[src/rtl/collection_sweeper_pkg.sv]
// Shared pipeline globals for the collection sweeper.
// Provides the `ADDR_WIDTH / `OUTPUT_READ_LATENCY defaults (overridable
// from the command line), the result-count width and the FSM encoding.
`ifndef ADDR_WIDTH
`define ADDR_WIDTH 4
`endif
`ifndef OUTPUT_READ_LATENCY
`define OUTPUT_READ_LATENCY 3
`endif

package collection_sweeper_pkg;

    localparam int unsigned ADDR_W    = `ADDR_WIDTH;
    localparam int unsigned READ_LAT  = `OUTPUT_READ_LATENCY;
    localparam int unsigned CNT_W     = `ADDR_WIDTH + 3;
    localparam int unsigned DATA_W    = 38;
    localparam int unsigned PCOEFF_W  = 3;
    localparam int unsigned LAT_CNT_W = $clog2(READ_LAT + 1);

    typedef enum logic [1:0] {
        ST_IDLE  = 2'd0,
        ST_SWEEP = 2'd1,
        ST_DRAIN = 2'd2,
        ST_DONE  = 2'd3
    } sweep_state_e;

endpackage

[src/rtl/hyperpipe.sv]
// Generic register pipeline: o_q is i_d delayed by CYCLES clocks.
// Ports: clk, rst (sync, active-high, clears all stages), i_d, o_q.
module hyperpipe #(
    parameter int unsigned WIDTH  = 1,
    parameter int unsigned CYCLES = 1
) (
    input  logic             clk,
    input  logic             rst,
    input  logic [WIDTH-1:0] i_d,
    output logic [WIDTH-1:0] o_q
);

    logic [WIDTH-1:0] r_stage [CYCLES];

    always_ff @(posedge clk) begin
        if (rst) begin
            for (int unsigned i = 0; i < CYCLES; i++) begin
                r_stage[i] <= '0;
            end
        end else begin
            r_stage[0] <= i_d;
            for (int unsigned i = 1; i < CYCLES; i++) begin
                r_stage[i] <= r_stage[i-1];
            end
        end
    end

    assign o_q = r_stage[CYCLES-1];

endmodule

[src/rtl/collection_sweeper.sv]
// Collection sweeper: on start, issues every address 0..N-1 to the
// collection stage, accumulates the returned sums (and optionally the
// valid-entry counts) L cycles later, then presents the totals until acked.
// Ports: clk, rst (sync active-high); start / busy handshake; readAddr out;
// summedDataIn / pcoeffCountIn returned data; resultValid / resultAck with
// resultSum and resultPcoeffCount.
// Macro COLLECTION_SWEEPER_PCOEFF_COUNT_EN enables the count accumulator;
// otherwise resultPcoeffCount is tied to zero.
module collection_sweeper
    import collection_sweeper_pkg::*;
#(
    parameter int unsigned SUM_WIDTH = 64
) (
    input  logic                   clk,
    input  logic                   rst,
    input  logic                   start,
    output logic                   busy,
    output logic [`ADDR_WIDTH-1:0] readAddr,
    input  logic [DATA_W-1:0]      summedDataIn,
    input  logic [PCOEFF_W-1:0]    pcoeffCountIn,
    output logic                   resultValid,
    input  logic                   resultAck,
    output logic [SUM_WIDTH-1:0]   resultSum,
    output logic [CNT_W-1:0]       resultPcoeffCount
);

    sweep_state_e          r_state, w_state_nxt;
    logic [ADDR_W-1:0]     r_addr, w_addr_nxt;
    logic                  r_busy, w_busy_nxt;
    logic                  r_valid, w_valid_nxt;
    logic [LAT_CNT_W-1:0]  r_drain, w_drain_nxt;
    logic [SUM_WIDTH-1:0]  r_sum, w_sum_nxt;
    logic                  w_tag_in;
    logic                  w_tag_out;
    logic                  w_clear;

    // Tags each issued address so only real returns are accumulated.
    hyperpipe #(
        .WIDTH  (1),
        .CYCLES (READ_LAT)
    ) u_valid_pipe (
        .clk (clk),
        .rst (rst),
        .i_d (w_tag_in),
        .o_q (w_tag_out)
    );

    // Next-state, next-output and accumulator update.
    always_comb begin
        w_state_nxt = r_state;
        w_addr_nxt  = '0;
        w_busy_nxt  = 1'b0;
        w_valid_nxt = 1'b0;
        w_drain_nxt = '0;
        w_tag_in    = 1'b0;
        w_clear     = 1'b0;
        w_sum_nxt   = r_sum;

        if (w_tag_out) begin
            w_sum_nxt = r_sum + SUM_WIDTH'(summedDataIn);
        end

        case (r_state)
            ST_IDLE: begin
                if (start) begin
                    w_state_nxt = ST_SWEEP;
                    w_busy_nxt  = 1'b1;
                    w_clear     = 1'b1;
                end
            end
            ST_SWEEP: begin
                w_busy_nxt = 1'b1;
                w_tag_in   = 1'b1;
                if (r_addr == '1) begin
                    w_state_nxt = ST_DRAIN;
                end else begin
                    w_addr_nxt = r_addr + ADDR_W'(1);
                end
            end
            ST_DRAIN: begin
                // The last tag leaves the pipe L cycles after the final address.
                if (r_drain == LAT_CNT_W'(READ_LAT - 1)) begin
                    w_state_nxt = ST_DONE;
                    w_valid_nxt = 1'b1;
                end else begin
                    w_busy_nxt  = 1'b1;
                    w_drain_nxt = r_drain + LAT_CNT_W'(1);
                end
            end
            ST_DONE: begin
                if (resultAck) begin
                    w_state_nxt = ST_IDLE;
                end else begin
                    w_valid_nxt = 1'b1;
                end
            end
        endcase

        if (w_clear) begin
            w_sum_nxt = '0;
        end
    end

    // State and registered outputs.
    always_ff @(posedge clk) begin
        if (rst) begin
            r_state <= ST_IDLE;
            r_addr  <= '0;
            r_busy  <= 1'b0;
            r_valid <= 1'b0;
            r_drain <= '0;
            r_sum   <= '0;
        end else begin
            r_state <= w_state_nxt;
            r_addr  <= w_addr_nxt;
            r_busy  <= w_busy_nxt;
            r_valid <= w_valid_nxt;
            r_drain <= w_drain_nxt;
            r_sum   <= w_sum_nxt;
        end
    end

`ifdef COLLECTION_SWEEPER_PCOEFF_COUNT_EN
    logic [CNT_W-1:0] r_cnt;

    // Valid-entry count accumulator, cleared on sweep start.
    always_ff @(posedge clk) begin
        if (rst) begin
            r_cnt <= '0;
        end else if (w_clear) begin
            r_cnt <= '0;
        end else if (w_tag_out) begin
            r_cnt <= r_cnt + CNT_W'(pcoeffCountIn);
        end
    end

    assign resultPcoeffCount = r_cnt;
`else
    logic w_unused_pcoeff;
    assign w_unused_pcoeff   = ^pcoeffCountIn;
    assign resultPcoeffCount = '0;
`endif

    assign busy        = r_busy;
    assign readAddr    = r_addr;
    assign resultValid = r_valid;
    assign resultSum   = r_sum;

endmodule
[config.mk]
export PLATFORM = sky130hd
export DESIGN_NAME = collection_sweeper
export DESIGN_NICKNAME = d
export VERILOG_FILES = /design/src/rtl/collection_sweeper_pkg.sv /design/src/rtl/hyperpipe.sv /design/src/rtl/collection_sweeper.sv
export SDC_FILE = /design/constraint.sdc
export NUM_CORES = 1
export LEC_CHECK = 0
export ABC_AREA = 1
export CAP_MARGIN = 20
export CELL_PAD_IN_SITES_DETAIL_PLACEMENT = 0
export CELL_PAD_IN_SITES_GLOBAL_PLACEMENT = 2
export CORE_AREA = 4 4 162 164
export DETAILED_ROUTE_END_ITERATION = 8
export DIE_AREA = 0 0 166 168
export PLACE_DENSITY = 0.84
export SLEW_MARGIN = 25
export SYNTH_ARGS = -nofsm -noshare
export SYNTH_HDL_FRONTEND = slang
export SYNTH_SLANG_ARGS = --single-unit
[constraint.sdc]
create_clock -name clk -period 3.1 [get_ports clk]
set_input_delay 0.775 -clock clk [delete_from_list [all_inputs] [get_ports clk]]
set_output_delay 0.775 -clock clk [all_outputs]
set_load 0.05 [all_outputs]
# ---- Yosys cells after proc, flatten, opt, wreduce, memory -nomap -nowiden
# Memories as Yosys holds them, arrays and structs flattened.
# Cells that the tools add are included.
dict set report classes {
  addsub 3
  n_eq_ne 9
  n_mux 19
  n_bitwise 5
  reduce_logical 5
}
# cell count
set op_table {}
lappend op_table {{$add A64 B38 Y64} 1}
lappend op_table {{$mux W1} 12}
lappend op_table {{$mux W2} 4}
lappend op_table {{$ne A2 B2 Y1 const B} 4}
lappend op_table {{$pmux W2 S4} 1}
lappend op_table {{$eq A2 B2 Y1 const B} 3}
lappend op_table {{$reduce_or A3 Y1} 2}
lappend op_table {{$add A4 B1 Y4 const B} 1}
lappend op_table {{$eq A4 B4 Y1 const B} 1}
lappend op_table {{$reduce_and A4 Y1} 1}
lappend op_table {{$or A1 B1 Y1} 3}
lappend op_table {{$pmux W1 S3} 1}
lappend op_table {{$add A2 B1 Y2 const B} 1}
lappend op_table {{$eq A2 B1 Y1 const B} 1}
lappend op_table {{$logic_not A2 Y1} 1}
lappend op_table {{$not A1 Y1} 2}
lappend op_table {{$pmux W1 S2} 1}
lappend op_table {{$reduce_or A2 Y1} 1}
dict set report totals {
  register_bits 74
  ram_bits 3
  mem_count 1
}
# name words word_bits read_ports rd_ports_with_merged_regs write_ports line_no
set mem_list {}
lappend mem_list {u_valid_pipe.r_stage 3 1 3 0 3 hyperpipe.sv:13} ;# logic [WIDTH-1:0] r_stage [CYCLES];

# ---- Depth between registers and ports, before layout
dict set report logic_depth {
  ltp_word 3
  ltp_mapped 16
  depth_no_buf 16
}

# ---- Cells and area by module
# A second synthesis with hierarchy kept.
dict set report hier_totals {
  hier_cells 1251
  hier_area_um2 7153.1
}
# module n_inst cells_each area_per_inst_um2 seq_area_each_um2
set by_module_without_submodules {}
lappend by_module_without_submodules {collection_sweeper 1 1242 7070.5 1481.4}
lappend by_module_without_submodules {hyperpipe 1 9 82.6 60.1}

# ---- Least setup slack after synthesis
# OpenSTA, ideal clock, no wires.
dict set report synth_path {
  path_kind {input-to-reg}
  from {in summedDataIn[0]}
  to {reg r_sum[44] (netlist: resultSum[44])}
  setup_ns 0.117
  arrival_time_ns 2.348
  path_slack_ns 0.634
  cell_stages 13
  path_buffers 0
  path_cell_list {ha_1 fa_1 nand2_1 nand3_1 and2_2 nand2_1 nand2_2 nand2_1 nand2_1 nand2_1 nand3_2 a21oi_1 nor2_1}
}
dict set report synth_via {
  elab_chain_len 1
}
# item line_no
set synth_lines {}
lappend synth_lines {{start, declared} collection_sweeper.sv:19} ;# input logic [DATA_W-1:0] summedDataIn,
lappend synth_lines {{$add A64 B38 Y64} collection_sweeper.sv:60} ;# w_sum_nxt = r_sum + SUM_WIDTH'(summedDataIn);
lappend synth_lines {{end signal, assigned} collection_sweeper.sv:119} ;# r_sum <= w_sum_nxt;
lappend synth_lines {{end, declared} collection_sweeper.sv:32} ;# logic [SUM_WIDTH-1:0] r_sum, w_sum_nxt;
# No other way between the ends.
# A chain may end at the register's enable or synchronous reset.

# ---- Worst setup path after layout
dict set report layout_path {
  from {in summedDataIn[0]}
  to {reg r_sum[60] (netlist: resultSum[60])}
}
# The elaborated chain is that of the path after synthesis.

==> metrics.json <==
{
  "cts-buffers-inserted": 9,
  "fraction_of_registers_with_async_set_or_reset_after_synthesis_pct": 0,
  "grt_use_total_pct": 17.5,
  "final_hold_viol_count": 0,
  "floorplan.die.width_um": 166,
  "timing.final.crit_period_ps": 2750,
  "timing.critical_path.to_type": "flip-flop",
  "power_leakage_uw": 0.00436,
  "power_dens_cells_nw_per_um2": 354,
  "area_growth_pct": 27.9,
  "post-route-period-util_pct": 88.8,
  "cp.buffers_inverters": 1,
  "series_of_cell_instances_along_the_critical_path": "clkdlybuf4s50_1, ha_1, fa_1, nand2_1, nand3_1, and2_2, nand2_1, nand2_2, nand2_1, nand2_1, nand2_1, nand3_2, a21oi_1, nor2_1",
  "postCtsResizedCells": 0,
  "switchingPower_uw": 1180,
  "dpl.hpwl_um": 20000,
  "critical_path.startpoint_type": "input port",
  "critical_path.max_fanout": 4,
  "run_status": "completed",
  "firstDrtPassIters": 5,
  "buffer_ports.inserted": 111,
  "slew_headroom_pct": 58.8,
  "cellInternalPower_uw": 1940,
  "grt_setup_unrepaired": "no",
  "clk-insertion-delay-late_ps": 360,
  "detailroute.via_count": 7378,
  "timing.fmax_mhz": 363,
  "fillers": 2789,
  "antenna_found_initial": 0,
  "postSynthAreaPerCell_um2": 5.80,
  "yosys_register_bits": 77,
  "worst_ep_required_time_ps": 3350,
  "critical-path-slowest-cell": "sky130_fd_sc_hd__clkdlybuf4s50_1",
  "ant_nets": 0,
  "cts_tree": "built",
  "route.detailed.drc": 0,
  "clkPwrFrac_pct": 34.3,
  "clkSlewWorstSetupHoldPaths_ps": 70,
  "synth.cell_area_um2": 6890,
  "routed_wirelength_um": 24600,
  "first_iter_violations": 382,
  "clkSinkCount": 77,
  "cts.htree.levels": 3,
  "synth_flop_cell": "sky130_fd_sc_hd__dfxtp_1",
  "utilization_pct": 35.4,
  "cts_stage_hold_buffer_count": 0,
  "maxCapViolCount": 0,
  "path_common_cell": "sky130_fd_sc_hd__nand2_1",
  "yosysWarnings": 0,
  "post_route_cells_drive_above_1_share_pct": 8.68,
  "grt_first_pass_wirelength_um": 39000,
  "ir_drop_mv": 0.286,
  "synthesis.instances": 1188,
  "rows": 58,
  "grt_pass1_vias": 7078,
  "setup_tns_after_final_layout_ps": 0,
  "top_cell_family_by_delay_on_the_critical_path": "simple AND/OR/NAND/NOR gates",
  "fin_nets": 1411,
  "synth-seq-area-share_pct": 22.4,
  "power.share.sequential_pct": 34.7,
  "synth_cell_type_count": 40,
  "synth_enable_flop_cells": 0,
  "power_switching_share_pct": 37.7,
  "core_um2": 24900,
  "mean_routed_wirelength_per_cell_um": 14.8,
  "worst_clock_skew_ps": 12.3,
  "fp.dieArea_um2": 27900,
  "die_y_um": 168,
  "num_antenna_cells": 0,
  "critical_path.max_stage_delay_ps": 400,
  "clock_tree.buffer_depth": 2,
  "crit_type": "input port to flip-flop",
  "vias_per_cell": 4.46,
  "clockRootBuffer": "sky130_fd_sc_hd__clkbuf_16",
  "overflow_left_after_global_routing": 0,
  "power_frac_comb_pct": 31.0,
  "number_of_setup_buffers_added_after_cts": 0,
  "io_pins": 122,
  "gpl.final_weighted_congestion": 0.878,
  "worstPathArrival_ps": 3000,
  "pin_count_of_the_biggest_net_entering_global_routing": 54,
  "worst_hold_path_type": "flip-flop to flip-flop",
  "timing.final.setup_violations": 0,
  "worst_pin_slew_ps": 618,
  "slew_viol_final": 0,
  "floorplan.initialDensity_pct": 27.7
}
[cells by family after synthesis]
logic type,synth area share (%)
other cells,0.0544
simple gates,41.8
compound gates,10.4
buf+inv,13.7
flops,22.4
xor+xnor,3.30
fa+ha+maj,8.46
[final cells by class]
cell class	instances	area, µm²	area share [%]
clock buffers	10	239	2.71
clock inverters	6	46.3	0.525
inverters	213	800	9.07
multi-input cells	877	4440	50.3
flip-flops and latches	77	1540	17.5
well taps	330	413	4.68
repair buffers	142	1340	15.2
[registers in the layout (all words and copies together) (netlist names)]
name / count
resultSum: 64
readAddr: 4
u_valid_pipe.r_stage: 3
r_drain: 2
r_state: 2
busy: 1
resultValid: 1
[cell usage in the layout (no fill, tap or decap), types with 2 or more instances in the layout]
| cell type | n |
|---|---|
| sky130_fd_sc_hd__inv_2 | 5 |
| sky130_fd_sc_hd__a211oi_1 | 3 |
| sky130_fd_sc_hd__dfxtp_1 | 76 |
| sky130_fd_sc_hd__xor2_1 | 25 |
| sky130_fd_sc_hd__nor2_1 | 171 |
| sky130_fd_sc_hd__clkinvlp_4 | 2 |
| sky130_fd_sc_hd__conb_1 | 7 |
| sky130_fd_sc_hd__inv_1 | 208 |
| sky130_fd_sc_hd__nand2_1 | 330 |
| sky130_fd_sc_hd__nand2_2 | 20 |
| sky130_fd_sc_hd__clkbuf_16 | 9 |
| sky130_fd_sc_hd__o21ai_0 | 40 |
| sky130_fd_sc_hd__clkinv_4 | 2 |
| sky130_fd_sc_hd__nand3_1 | 59 |
| sky130_fd_sc_hd__ha_1 | 45 |
| sky130_fd_sc_hd__nor2_2 | 24 |
| sky130_fd_sc_hd__clkdlybuf4s50_1 | 111 |
| sky130_fd_sc_hd__nor4_1 | 6 |
| sky130_fd_sc_hd__buf_4 | 31 |
| sky130_fd_sc_hd__o21bai_1 | 4 |
| sky130_fd_sc_hd__o21a_1 | 2 |
| sky130_fd_sc_hd__o21ai_1 | 13 |
| sky130_fd_sc_hd__o211ai_1 | 2 |
| sky130_fd_sc_hd__a21oi_1 | 68 |
| sky130_fd_sc_hd__nand3_2 | 13 |
| sky130_fd_sc_hd__nand4_1 | 18 |
| sky130_fd_sc_hd__a31oi_1 | 3 |
| sky130_fd_sc_hd__nor3_1 | 12 |
[worst paths after layout]
path | start | end | slack (ps) | cells past startpoint
worst max-delay path | summedDataIn[0] | resultSum[60] | 350 | 14
worst min-delay path | u_valid_pipe.r_stage[0][1] | u_valid_pipe.r_stage[0][2] | 410 | 2
worst max register to register | resultSum[0] | resultSum[60] | 870 | 13
worst min register to register | u_valid_pipe.r_stage[0][1] | u_valid_pipe.r_stage[0][2] | 410 | 2
[routing by layer]
layer / global-route usage [%] / part of all wire (%) / wire (µm)
met4: 4.95 / 2.1 / 507
met5: 0 / 0 / 0
met2: 29.0 / 45 / 11000
met3: 3.19 / 3.8 / 937
met1: 23.4 / 49 / 12100
[synth_stat cells (5+ instances only)]
| library cell | count | area share (%) |
|---|---|---|
| sky130_fd_sc_hd__nor3_1 | 12 | 0.87 |
| sky130_fd_sc_hd__nand2_1 | 330 | 18 |
| sky130_fd_sc_hd__inv_1 | 208 | 11 |
| sky130_fd_sc_hd__buf_4 | 8 | 0.87 |
| sky130_fd_sc_hd__nand2_2 | 20 | 1.8 |
| sky130_fd_sc_hd__a21oi_1 | 68 | 4.9 |
| sky130_fd_sc_hd__o21ai_1 | 13 | 0.94 |
| sky130_fd_sc_hd__inv_2 | 5 | 0.27 |
| sky130_fd_sc_hd__xor2_1 | 25 | 3.2 |
| sky130_fd_sc_hd__dfxtp_1 | 77 | 22 |
| sky130_fd_sc_hd__ha_1 | 45 | 8.2 |
| sky130_fd_sc_hd__clkbuf_1 | 12 | 0.65 |
| sky130_fd_sc_hd__nor2_2 | 23 | 2.1 |
| sky130_fd_sc_hd__nand3_2 | 13 | 1.9 |
| sky130_fd_sc_hd__nor4_1 | 6 | 0.54 |
| sky130_fd_sc_hd__nor2_1 | 172 | 9.4 |
| sky130_fd_sc_hd__nand3_1 | 59 | 4.3 |
| sky130_fd_sc_hd__o21ai_0 | 40 | 2.9 |
| sky130_fd_sc_hd__nand4_1 | 18 | 1.6 |
[power by group through the flow]
stage	Combinational, µW	Sequential [µW]	Clock [µW]
finish	968	1080	1070
global route	1070	1090	1150
CTS	978	1080	1110
detailed placement	973	1110	0
global placement	971	1110	0
floorplan	543	1210	0
[per-stage QoR]
| stage | hold WS (ps) | worst slack, ps | area (µm²) | power (µW) | cells |
|---|---|---|---|---|---|
| after global placement | 383 | -30.3 | 8530 | 2080 | 1639 |
| after floorplan | 388 | 634 | 6920 | 1750 | 1194 |
| after detailed placement | 390 | -28.5 | 8530 | 2080 | 1639 |
| after global routing | 433 | 177 | 8820 | 3300 | 1655 |
| final | 406 | 348 | 8820 | 3120 | 1655 |
| after CTS | 413 | 332 | 8820 | 3180 | 1655 |
[worst min-delay path, stage by stage (launching register included)]
cell                      delay (ps)
sky130_fd_sc_hd__dfxtp_1         300
sky130_fd_sc_hd__inv_1            40
sky130_fd_sc_hd__nor2_1           30
No activity file was read; power rests on OpenSTA's default activity.
